## config.mk

```make
export PLATFORM = sky130hd
export DESIGN_NAME = survivor_traceback_unit_flat
export DESIGN_NICKNAME = d
export VERILOG_FILES = /design/src/rtl/survivor_traceback_unit_if.sv /design/src/rtl/survivor_traceback_unit.sv /design/src/flat_wrapper.sv
export SDC_FILE = /design/constraint.sdc
export NUM_CORES = 1
export LEC_CHECK = 0
export ABC_AREA = 1
export CAP_MARGIN = 20
export CORE_MARGIN = 10
export CORE_UTILIZATION = 50
export CTS_CLUSTER_DIAMETER = 120
export CTS_CLUSTER_SIZE = 24
export DETAILED_ROUTE_END_ITERATION = 6
export PLACE_DENSITY = 0.69
export SLEW_MARGIN = 20
export SYNTH_ARGS = -nofsm -noshare
export SYNTH_HDL_FRONTEND = slang
export SYNTH_SLANG_ARGS = --single-unit
```

## constraint.sdc

```tcl
create_clock -name i_clk -period 2.05 [get_ports i_clk]
set_clock_uncertainty 0.2 [all_clocks]
set_input_delay 0.41 -clock i_clk [delete_from_list [all_inputs] [get_ports i_clk]]
set_output_delay 0.41 -clock i_clk [all_outputs]
set_load 0.005 [all_outputs]
```

## src/rtl/survivor_traceback_unit_if.sv

```systemverilog
// Stream bundle for the survivor traceback unit:
// decision input stream plus decoded-bit output stream.
interface survivor_traceback_unit_if #(
   parameter int PM_W = 2
);
   logic            i_valid;
   logic            o_ready;
   logic [3:0]      i_dec;
   logic            i_last;
   logic [PM_W-1:0] i_PM_0;
   logic [PM_W-1:0] i_PM_1;
   logic [PM_W-1:0] i_PM_2;
   logic [PM_W-1:0] i_PM_3;
   logic            o_valid;
   logic            i_ready;
   logic            o_bit;
   logic            o_last;

   modport master (
      output i_valid, i_dec, i_last,
      output i_PM_0, i_PM_1, i_PM_2, i_PM_3,
      output i_ready,
      input  o_ready, o_valid, o_bit, o_last
   );

   modport slave (
      input  i_valid, i_dec, i_last,
      input  i_PM_0, i_PM_1, i_PM_2, i_PM_3,
      input  i_ready,
      output o_ready, o_valid, o_bit, o_last
   );
endinterface

```

## src/rtl/survivor_traceback_unit.sv

```systemverilog
// Survivor memory and traceback for the K=3 Viterbi decoder.
// Buffers a frame of decisions, traces back, streams bits forward.
module survivor_traceback_unit #(
   parameter int FRAME_MAX  = 32,
   parameter int PM_W       = 2,
   parameter int TERMINATED = 1
) (
   input logic i_clk,
   input logic i_rst_n,
   survivor_traceback_unit_if.slave bus
);
   localparam int AW = $clog2(FRAME_MAX);
   localparam int LW = $clog2(FRAME_MAX + 1);
   localparam logic [AW-1:0] LAST_ADDR = AW'(FRAME_MAX - 1);

   typedef enum logic [1:0] {FILL, TRACE, OUTPUT} state_t;

   state_t          state;
   logic [AW-1:0]   wr_cnt;
   logic [AW-1:0]   idx;
   logic [AW-1:0]   out_idx;
   logic [LW-1:0]   len;
   logic [1:0]      st;
   logic [3:0]      mem [FRAME_MAX];
   logic [FRAME_MAX-1:0] bits;

   logic            accept;
   logic            close;
   logic            we;
   logic            trace_en;
   logic [3:0]      cur_dec;
   logic [1:0]      pred;
   logic [1:0]      min_st;
   logic [PM_W-1:0] min_pm;
   logic [PM_W-1:0] pm [4];
   logic [1:0]      start_st;
   logic [AW-1:0]   nxt_idx;

   assign pm[0] = bus.i_PM_0;
   assign pm[1] = bus.i_PM_1;
   assign pm[2] = bus.i_PM_2;
   assign pm[3] = bus.i_PM_3;

   assign accept   = bus.i_valid && bus.o_ready;
   assign close    = accept && (bus.i_last || wr_cnt == LAST_ADDR);
   assign we       = accept && i_rst_n;
   assign trace_en = (state == TRACE) && i_rst_n;
   assign cur_dec  = mem[idx];
   assign pred     = {st[0], cur_dec[st]};
   assign nxt_idx  = out_idx + 1'b1;
   assign start_st = (TERMINATED != 0) ? 2'd0 : min_st;

   // Lowest-metric state; strict compare keeps the lowest index on ties.
   always_comb begin
      min_st = 2'd0;
      min_pm = pm[0];
      for (int i = 1; i < 4; i++) begin
         if (pm[i] < min_pm) begin
            min_pm = pm[i];
            min_st = 2'(i);
         end
      end
   end

   // Decision memory and decoded-bit buffer; contents survive reset.
   always_ff @(posedge i_clk) begin
      if (we)
         mem[wr_cnt] <= bus.i_dec;
      if (trace_en)
         bits[idx] <= st[1];
   end

   // Fill / traceback / output sequencer with registered stream outputs.
   always_ff @(posedge i_clk or negedge i_rst_n) begin
      if (!i_rst_n) begin
         state       <= FILL;
         wr_cnt      <= '0;
         idx         <= '0;
         out_idx     <= '0;
         len         <= '0;
         st          <= 2'd0;
         bus.o_ready <= 1'b1;
         bus.o_valid <= 1'b0;
         bus.o_bit   <= 1'b0;
         bus.o_last  <= 1'b0;
      end else begin
         unique case (state)
            FILL: begin
               if (accept)
                  wr_cnt <= wr_cnt + 1'b1;
               if (close) begin
                  len         <= LW'(wr_cnt) + 1'b1;
                  idx         <= wr_cnt;
                  st          <= start_st;
                  bus.o_ready <= 1'b0;
                  state       <= TRACE;
               end
            end
            TRACE: begin
               st  <= pred;
               idx <= idx - 1'b1;
               if (idx == '0) begin
                  // bits[0] is written on this same edge, so forward it.
                  out_idx     <= '0;
                  bus.o_valid <= 1'b1;
                  bus.o_bit   <= st[1];
                  bus.o_last  <= (len == LW'(1));
                  state       <= OUTPUT;
               end
            end
            OUTPUT: begin
               if (bus.i_ready) begin
                  if (bus.o_last) begin
                     bus.o_valid <= 1'b0;
                     bus.o_bit   <= 1'b0;
                     bus.o_last  <= 1'b0;
                     bus.o_ready <= 1'b1;
                     wr_cnt      <= '0;
                     state       <= FILL;
                  end else begin
                     out_idx    <= nxt_idx;
                     bus.o_bit  <= bits[nxt_idx];
                     bus.o_last <= (LW'(nxt_idx) + 1'b1 == len);
                  end
               end
            end
            default: state <= FILL;
         endcase
      end
   end
endmodule
```

## src/flat_wrapper.sv

```systemverilog
// flat-port wrapper written by rule: the top's interface ports become plain ports
module survivor_traceback_unit_flat 
#(
   parameter int FRAME_MAX  = 32,
   parameter int PM_W       = 2,
   parameter int TERMINATED = 1
)
  (i_clk, i_rst_n, bus_i_valid, bus_i_dec, bus_i_last, bus_i_PM_0, bus_i_PM_1, bus_i_PM_2, bus_i_PM_3, bus_i_ready, bus_o_ready, bus_o_valid, bus_o_bit, bus_o_last);
  survivor_traceback_unit_if #(.PM_W(PM_W)) bus_i ();
  input logic i_clk;
  input logic i_rst_n;
  input wire logic [$bits(bus_i.i_valid)-1:0] bus_i_valid;
  input wire logic [$bits(bus_i.i_dec)-1:0] bus_i_dec;
  input wire logic [$bits(bus_i.i_last)-1:0] bus_i_last;
  input wire logic [$bits(bus_i.i_PM_0)-1:0] bus_i_PM_0;
  input wire logic [$bits(bus_i.i_PM_1)-1:0] bus_i_PM_1;
  input wire logic [$bits(bus_i.i_PM_2)-1:0] bus_i_PM_2;
  input wire logic [$bits(bus_i.i_PM_3)-1:0] bus_i_PM_3;
  input wire logic [$bits(bus_i.i_ready)-1:0] bus_i_ready;
  output wire logic [$bits(bus_i.o_ready)-1:0] bus_o_ready;
  output wire logic [$bits(bus_i.o_valid)-1:0] bus_o_valid;
  output wire logic [$bits(bus_i.o_bit)-1:0] bus_o_bit;
  output wire logic [$bits(bus_i.o_last)-1:0] bus_o_last;
  assign bus_i.i_valid = bus_i_valid;
  assign bus_i.i_dec = bus_i_dec;
  assign bus_i.i_last = bus_i_last;
  assign bus_i.i_PM_0 = bus_i_PM_0;
  assign bus_i.i_PM_1 = bus_i_PM_1;
  assign bus_i.i_PM_2 = bus_i_PM_2;
  assign bus_i.i_PM_3 = bus_i_PM_3;
  assign bus_i.i_ready = bus_i_ready;
  assign bus_o_ready = bus_i.o_ready;
  assign bus_o_valid = bus_i.o_valid;
  assign bus_o_bit = bus_i.o_bit;
  assign bus_o_last = bus_i.o_last;
  survivor_traceback_unit #(.FRAME_MAX(FRAME_MAX), .PM_W(PM_W), .TERMINATED(TERMINATED)) u_core (.i_clk(i_clk), .i_rst_n(i_rst_n), .bus(bus_i));
endmodule
```

; Yosys cells after proc, flatten, opt, wreduce, memory -nomap -nowiden
; Memories as Yosys holds them, arrays and structs flattened.
; Cells that the tools add are included.
[op_classes]
bitwise_logic = 0
order_cmp = 4
addsub = 5
n_shift = 0
n_eq_ne = 11
mul = 0
n_reduce_logical = 19
n_mux = 42
div = 0
[ops]
columns = cell, count
row1 = two-way mux 5 bit, 7
row2 = bitwise mux 32 bit, 1
row3 = one-hot mux 5 bit (2 select lines), 3
row4 = AND reduction 4 bit, 5
row5 = two-way mux 1 bit, 17
row6 = adder 5 x 1 -> 6 bit (second input constant), 2
row7 = less-than comparator 5 x 6 -> 1 bit (second input constant), 2
row8 = adder 5 x 1 -> 5 bit (second input constant), 2
row9 = two-way mux 2 bit, 5
row10 = one-hot mux 1 bit (2 select lines), 4
row11 = equality test 6 x 1 -> 1 bit (second input constant), 1
row12 = equality test 6 bit, 1
row13 = != test 2 x 1 -> 1 bit (second input constant), 3
row14 = != test 2 bit (second input constant), 3
row15 = one-hot mux 2 bit (3 select lines), 1
row16 = nonzero test 2 bit, 3
row17 = binary-select mux 1 bit (select 5 bit), 1
row18 = demux 1 bit (select 5 bit), 1
row19 = equality test 5 bit (second input constant), 1
row20 = greater-or-equal comparator 5 x 1 -> 1 bit (second input constant), 1
row21 = logical AND 1 bit, 5
row22 = logical NOT 5 bit, 1
row23 = subtractor 5 x 1 -> 5 bit (second input constant), 1
row24 = one-hot mux 2 bit (2 select lines), 1
row25 = other kinds (8), 9
[word_totals]
output_inout_bits = 4
latchBits = 0
n_memories = 1
register_bits = 61
word_cells = 93
in_bits = 17
mem_bits_rw = 128
rom_bits = 0
[memory_table]
columns = name, words, word_bits, read_ports, rd_ports_with_merged_regs, write_ports, line
row1 = u_core.mem, 32, 4, 1, 0, 1, survivor_traceback_unit.sv:24  ; logic [3:0] mem [FRAME_MAX];

; Logic depth before layout (Yosys ltp)
; Gate-level depths: netlist of the first run.
[depth]
ltp_word = 6
mapped_depth = 14
depth_no_buf = 14

; Least setup slack after synthesis of the first run
; No wires, ideal clock.
[synth_path]
path_type = reg2reg
start = reg u_core.out_idx[0]
end = reg u_core.bus.o_bit
setup_slack_ps = -115
setup_time_ps = 73
stages_incl_launch_ff = 12
period_less_slack_ps = 2165
required_time_ps = 1777
t_arrival_ps = 1892
n_path_buf = 3
cell_sequence = dfrtp_1 > inv_2 > buf_2 > ha_1 > buf_2 > buf_2 > o21ai_0 > o211ai_1 > nand3_1 > nand3_1 > nand3_1 > a21boi_2
[synth_via]
elab_chain_len = 6
[synth_lines]
columns = item, line
row1 = "start, declared", survivor_traceback_unit.sv:21  ; logic [AW-1:0] out_idx;
row2 = "start signal, assigned", survivor_traceback_unit.sv:121  ; out_idx <= nxt_idx;
row3 = adder 5 x 1 -> 5 bit, survivor_traceback_unit.sv:50  ; assign nxt_idx = out_idx + 1'b1;
row4 = binary-select mux 1 bit (select 5 bit), survivor_traceback_unit.sv:122  ; bus.o_bit <= bits[nxt_idx];
row5 = two-way mux 1 bit (implied by the code), survivor_traceback_unit.sv:122
row6 = two-way mux 1 bit, survivor_traceback_unit.sv:113  ; if (bus.o_last) begin
row7 = two-way mux 1 bit, survivor_traceback_unit.sv:112  ; if (bus.i_ready) begin
row8 = one-hot mux 1 bit (2 select lines), survivor_traceback_unit.sv:87  ; unique case (state)
row9 = "end signal, assigned", survivor_traceback_unit.sv:106  ; bus.o_bit <= st[1];
row10 = "end signal, assigned", survivor_traceback_unit.sv:122
row11 = "end, declared", survivor_traceback_unit_if.sv:30  ; output o_ready, o_valid, o_bit, o_last
; No other way between the ends. The select of a mux whose other input is x is not followed.
; A chain may end at the register's enable or synchronous reset.

; Worst setup path in the final report of the first run
[layout_path]
start = reg u_core.out_idx[0]
end = reg u_core.bus.o_last
[layout_via]
elab_chain_len = 6
[layout_lines]
columns = item, line
row1 = adder 5 x 1 -> 5 bit, survivor_traceback_unit.sv:50
row2 = adder 5 x 1 -> 6 bit, survivor_traceback_unit.sv:123  ; bus.o_last <= (LW'(nxt_idx) + 1'b1 == len);
row3 = equality test 6 bit, survivor_traceback_unit.sv:123
row4 = two-way mux 1 bit, survivor_traceback_unit.sv:113
row5 = two-way mux 1 bit, survivor_traceback_unit.sv:112
row6 = one-hot mux 1 bit (2 select lines), survivor_traceback_unit.sv:87
row7 = "end signal, assigned", survivor_traceback_unit.sv:107  ; bus.o_last <= (len == LW'(1));
row8 = "end signal, assigned", survivor_traceback_unit.sv:123
row9 = "end, declared", survivor_traceback_unit_if.sv:30
; No other way between the ends. The select of a mux whose other input is x is not followed.

==> flow_summary.toml, run 1 <==
[cts]
insertion_delay_ns = 0.44
cts_root_buffer = "clkbuf_16"
cts-hold-fix-buffers = 0
cts_buffers = 17
cts_tree = "yes"
cts.clk_slew.worst_paths_ns = 0.07
clock_path_buffers = 2
cts.sinks = 189
h-tree-depth = 4

[sta]
slew-limit-headroom = 0.741
hold_violations = 0
slew_viol_final = 0
finalCriticalPeriod_ns = 2.03
period_share = 0.989
setup_viol = 0
setup_tns_ns = 0
tightest_slew_ns = 0.389
fmax_ghz = 0.493
rsz0062_at_grt = "yes"

[global_route]
grt_pass1_wl_um = 31600
grt_start_max_net_pins = 43
met3_usage = 0.0370
grt-ovfl-total = 0
grt_usage = 0.170
grt_pass1_vias = 6230
met2_usage = 0.295
grtUsageMet1 = 0.206
antenna_found_initial = 0
busiest_layer = "met2"

[synthesis]
synth_area_leaders = "edfxtp_1, nand2_1, dfrtp_1"
yosysTopAreaCell = "edfxtp_1"
yosysTopAreaCellShare = 0.548
synth_area_sq_mm = 0.00877
synthesis.nets = 930
yosysWarningCount = 0
avgSynthCellArea_sq_um = 9.73
syn_inst = 901
yosysSeqAreaShare = 0.631
ys_seq_elements = 189
synth_cell_types = 35

[route]
viasPerCell = 5.22
drc = 0
ant_nets = 0
dr_total_vias = 6455
wl_per_cell_um = 16.8
drt_iter0_markers = 497
dr.pass1.iters = 7
route.final.wire_length_um = 20800

[final_layout]
fillers = 1361
drive_above_1_share = 0.175
syn2layout_area_growth_pct = 21.0
ff_latch_area_sq_mm = 0.00554
multi_input_area_sq_mm = 0.00276
fin_nets = 1028
antenna_cells = 0

[job]
maxCapViolCount = 0

[setup_path]
path_buf_inv = 2
worst-setup-path-type = "flip-flop to flip-flop"
critPathSlowestCell = "dfrtp_2"
critPathMaxStageDelay_ns = 0.45
crit_top_cell = "nor2_1"
endpoint_kind = "flip-flop"
path_delay_family = "simple AND/OR/NAND/NOR gates"
cp_cell_sequence = "inv_2, ha_4, buf_4, xor2_1, nand2_1, nand2_1, nor2_1, nand2_1, nor2_1, nand3_1, nor2_2, nor2_1, nor2_1"
critPathLaunchType = "flip-flop"
worst-endpoint-required_ns = 2.22
arrival_ns = 2.20
crit_fanout = 4

[die]
die_h_um = 152
row_count = 48
core-area_sq_mm = 0.0172
die_area_sq_mm = 0.0232
initial_core_util = 0.509
die_w_um = 152
io_pins = 21

[run_status]
status = "complete, no violations"

[placement]
portBuffers = 12
gp_congestion = 0.866
hpwl_um = 12700

[power]
pwr_density_cell_mw_per_mm2 = 1280
total_power_uw = 13500
ir_worst_vdd_mv = 0.960
p_leak_uw = 0.00442

[worst_hold_path]
hp-class = "flip-flop to flip-flop"
-- synthesized netlist by cell type (all sizes together) --
cell / n
a21boi: 1
a21oi: 10
a32oi: 1
buf: 24
clkbuf: 5
clkinv: 1
dfrtp: 28
dfstp: 1
edfxtp: 160
ha: 12
inv: 114
nand2: 239
nand3: 77
nand3b: 3
nand4: 1
nor2: 136
nor3: 8
nor4: 1
o211ai: 9
o21ai: 50
o221ai: 1
o22ai: 10
or2: 1
xor2: 8
-- path summary, 6_finish.rpt --
path | slack, ns | to | from | cells after the start
max | 0.02 | u_core.bus.o_last | u_core.out_idx[0] | 13
min | 0.27 | u_core.bus.o_ready | u_core.bus.o_ready | 2
max reg2reg | 0.02 | u_core.bus.o_last | u_core.out_idx[0] | 13
min reg2reg | 0.27 | u_core.bus.o_ready | u_core.bus.o_ready | 2
max in group asynchronous | 1.04 | u_core.bus.o_ready | i_rst_n | 2
min in group asynchronous | 0.28 | u_core.out_idx[3] | i_rst_n | 2
-- through the flow --
stage	instance area, sq um	hold WS, ns	setup slack, ns	cells	util
2_1_floorplan	8790	-0.0856	0.0382	901	-
3_3_place_gp	9660	0.267	-0.316	1187	0.560
3_5_place_dp	9660	0.268	-0.327	1187	0.560
4_1_cts	10300	0.278	0.0124	1219	0.596
5_1_grt	10600	0.302	-0.0505	1237	0.615
6_report	10600	0.274	0.0219	1237	0.615
-- per-layer routing --
metal	vias to the layer above	routed length, um
li1	3152	-
met4	0	480
met1	3066	8690
met5	-	0
met2	199	10500
met3	38	1200
-- cells in the final DEF, fill, tap and decap left out, drive strengths merged, types with 2 or more instances in the layout --
cell type and count:
nand2 239, clkbuf 20, clkinvlp 2, nor2 136, nand3 77, inv 122, o211ai 9, xor2 8
edfxtp 160, buf 93, clkdlybuf4s50 11, o21ai 50, ha 12, clkinv 5, dfrtp 28, nand3b 3
o22ai 10, nor3 8, a21oi 10
-- final cells by class --
type	instances	share of cell area
Timing Repair Buffer	108	0.0933
Inverter	115	0.0416
Clock buffer	17	0.0401
Multi-Input combinational cell	568	0.260
Sequential cell	189	0.522
Tap cell	225	0.0265
Clock inverter	15	0.0164
-- cell families after synthesis --
logic type	Yosys count	share of synthesized area
buffers and inverters	144	0.0672
flip-flops	189	0.631
AND/OR/NAND/NOR	466	0.222
adder cells (fa/ha/maj)	12	0.0171
AO/OA/AOI/OAI	82	0.0545
XOR/XNOR	8	0.00799
-- registers in the layout, summed over array words and instances (netlist names) --
signal              flops
u_core.state            2
u_core.wr_cnt           5
u_core.idx              5
u_core.bits            32
u_core.bus.o_bit        1
u_core.len              6
u_core.out_idx          5
u_core.bus.o_ready      1
u_core.bus.o_last       1
u_core.mem            128
u_core.bus.o_valid      1
u_core.st               2
-- tightest hold or removal path: stages, from the launching register on --
cell and delay (ns):
dfstp_2 0.38, nand2_1 0.06, nand2_1 0.04
-- what timing repair did --
| action | CTS | global route |
|---|---|---|
| gates cloned | 0 | 6 |
| setup buffers | 0 | 13 |
| hold endpoints to repair | 0 | 0 |
| pin swaps | 0 | 23 |
| setup endpoints to repair | 2 | 13 |
| gates resized for setup | 3 | 41 |
-- power breakdown --
group          internal (uW)  switching (uW)
Sequential              4530             321
Combinational           2100            3300
Clock                   1740            1550
Total                   8380            5170
Power figures use the tool's default switching activity.
==> run 2, diff against run 1 <==
--- a/config.mk
+++ b/config.mk
@@ -8,11 +8,11 @@
 export ABC_AREA = 1
 export CAP_MARGIN = 20
 export CORE_MARGIN = 10
-export CORE_UTILIZATION = 50
+export CORE_UTILIZATION = 30
 export CTS_CLUSTER_DIAMETER = 120
 export CTS_CLUSTER_SIZE = 24
 export DETAILED_ROUTE_END_ITERATION = 6
-export PLACE_DENSITY = 0.69
+export SETUP_SLACK_MARGIN = 0.02
 export SLEW_MARGIN = 20
 export SYNTH_ARGS = -nofsm -noshare
 export SYNTH_HDL_FRONTEND = slang
==> flow_summary.toml, run 2 (synthesis gave the netlist of run 1 again) <==
[global_route]
grt_usage = 0.114
grt_pass1_wl_um = 32800
grt-ovfl-total = 0
grt_start_max_net_pins = 69
antenna_found_initial = 0
grt_pass1_vias = 6255

[setup_path]
path_delay_family = "simple AND/OR/NAND/NOR gates"
endpoint_kind = "flip-flop"
worst-endpoint-required_ns = 2.22
cp-startpoint = "u_core.out_idx[0]"
cp_cell_sequence = "inv_2, ha_4, buf_6, xor2_2, nand2_1, nand2_1, nor2_1, nand2_1, nor2_1, nand3_1, nor2_1, nor2_1, nor2_1"
crit_end = "u_core.bus.o_last"
timing.rr.start = "u_core.out_idx[0]"
path_buf_inv = 2
critPathLaunchType = "flip-flop"
critPathSlowestCell = "dfrtp_2"
cp.depth = 13
ff2ff_path_depth = 13
critPathMaxStageDelay_ns = 0.44
crit_fanout = 7
arrival_ns = 2.15
crit_top_cell = "nor2_1"
rr_endpoint = "u_core.bus.o_last"
r2r_slack_ns = 0.07
worst-setup-path-type = "flip-flop to flip-flop"

[route]
viasPerCell = 4.51
drc = 0
wl_per_cell_um = 14.9
route.final.wire_length_um = 20800
dr_total_vias = 6295
dr.pass1.iters = 5
ant_nets = 0
drt_iter0_markers = 434

[sta]
slew_viol_final = 0
fmax_ghz = 0.505
hold_violations = 0
rsz0062_at_grt = "yes"
finalCriticalPeriod_ns = 1.98
period_share = 0.967
tightest_slew_ns = 0.412
holdWs_ns = 0.272
setup_tns_ns = 0
setup_viol = 0
slew-limit-headroom = 0.725

[power]
internal-power_uw = 8430
ir_worst_vdd_mv = 0.596
p_leak_uw = 0.00438
p_clk_frac = 0.252
combPwrFrac = 0.389
swShare = 0.368
pwr_density_cell_mw_per_mm2 = 1250
switching_power_uw = 4920
seq_power_share = 0.359

[die]
row_count = 62
die_area_sq_mm = 0.0365
die_w_um = 191
core-area_sq_mm = 0.0288
io_pins = 21
initial_core_util = 0.305
die_h_um = 191

[final_layout]
final_common_cell = "nand2_1"
fin_nets = 1030
stdcell_area_sq_mm = 0.0107
top_register = "u_core.mem"
largest_reg_flops = 128
post-route-util = 0.372
reg.largest.list = "u_core.mem (128), u_core.bits (32), u_core.len (6)"
final_cells = 1396
syn2layout_area_growth_pct = 22.1
antenna_cells = 0
layout_common_cells = "nand2_1, edfxtp_1, nor2_1"
drive_above_1_share = 0.166

[cts]
clock_path_buffers = 2
cts.sinks = 189
h-tree-depth = 4
cts_tree = "yes"
insertion_delay_ns = 0.43
cts_buffers = 17
cts-hold-fix-buffers = 0
cts.clk_slew.worst_paths_ns = 0.07
cts_root_buffer = "clkbuf_16"

[job]
maxCapViolCount = 0

[run_status]
status = "complete, no violations"

[worst_hold_path]
hp-class = "input port to asynchronous set/reset pin"

[placement]
place_area_sq_mm = 0.00991
portBuffers = 12
dp_cells = 1353
hpwl_um = 13500
gp_congestion = 0.844
run 2: cell count changes in the layout (fill, tap and decap cells not counted), moves of 3 or more:
cell,previous run,this run
buf_4,81,90
buf_6,6,3
nand2_2,3,0
o21ai_0,37,33
clkbuf_16,20,17
inv_8,6,0
o21ai_1,10,13
nand2_1,235,238
run 2: final cells by class:
cell class	instances	area (sq um)
repair buffers	110	928
clock inverters	12	163
clock buffers	18	429
well taps	384	480
flip-flops and latches	189	5540
fillers	2837	18100
inverters	115	437
multi-input cells	568	2730
run 2: repair_timing:
action / in CTS / in global routing
resized for setup: 4 / 36
setup buffers: 0 / 13
pin swaps: 0 / 21
endpoints found under the setup margin: 5 / 24
run 2: through the flow:
step                      setup slack [ns]  power (uW)
after floorplan                     0.0382        8000
after global placement              -0.235        9630
after detailed placement            -0.250        9680
after CTS                           0.0359       13000
after global routing               -0.0340       14200
final                               0.0680       13300
run 2: how the worst min path moves through the flow:
stage	startpoint	to	slack [ns]	depth (start not counted)
2_1_floorplan	i_rst_n	u_core.bus.o_bit	-0.09	0
3_3_place_gp	u_core.bus.o_ready	u_core.bus.o_ready	0.27	2
3_5_place_dp	u_core.bus.o_ready	u_core.bus.o_ready	0.27	2
4_1_cts	i_rst_n	u_core.out_idx[2]	0.27	2
5_1_grt	i_rst_n	u_core.out_idx[2]	0.30	2
6_report	i_rst_n	u_core.out_idx[2]	0.27	2
run 2: power groups by stage:
stage / registers, uW / logic [uW] / clock network (uW)
floorplan: 4860 / 3140 / 0
global placement: 4860 / 4780 / 0
detailed placement: 4870 / 4810 / 0
CTS: 4790 / 4840 / 3420
global route: 4830 / 5790 / 3600
finish: 4800 / 5190 / 3360
run 2: worst register-to-register path: stages, from the launching register on:
cell and delay [ns]:
dfrtp_2 0.44, inv_2 0.09, ha_4 0.23, buf_6 0.14
xor2_2 0.17, nand2_1 0.07, nand2_1 0.04, nor2_1 0.10
nand2_1 0.06, nor2_1 0.07, nand3_1 0.07, nor2_1 0.11
nor2_1 0.05, nor2_1 0.07
run 2: layer usage:
layer / part of all wire / up-vias / track usage
met3: 0.037 / 16 / 0.0228
met1: 0.45 / 3024 / 0.145
li1: - / 3146 / -
met2: 0.50 / 109 / 0.193
met5: 0 / - / 0
met4: 0.012 / 0 / 0.0336
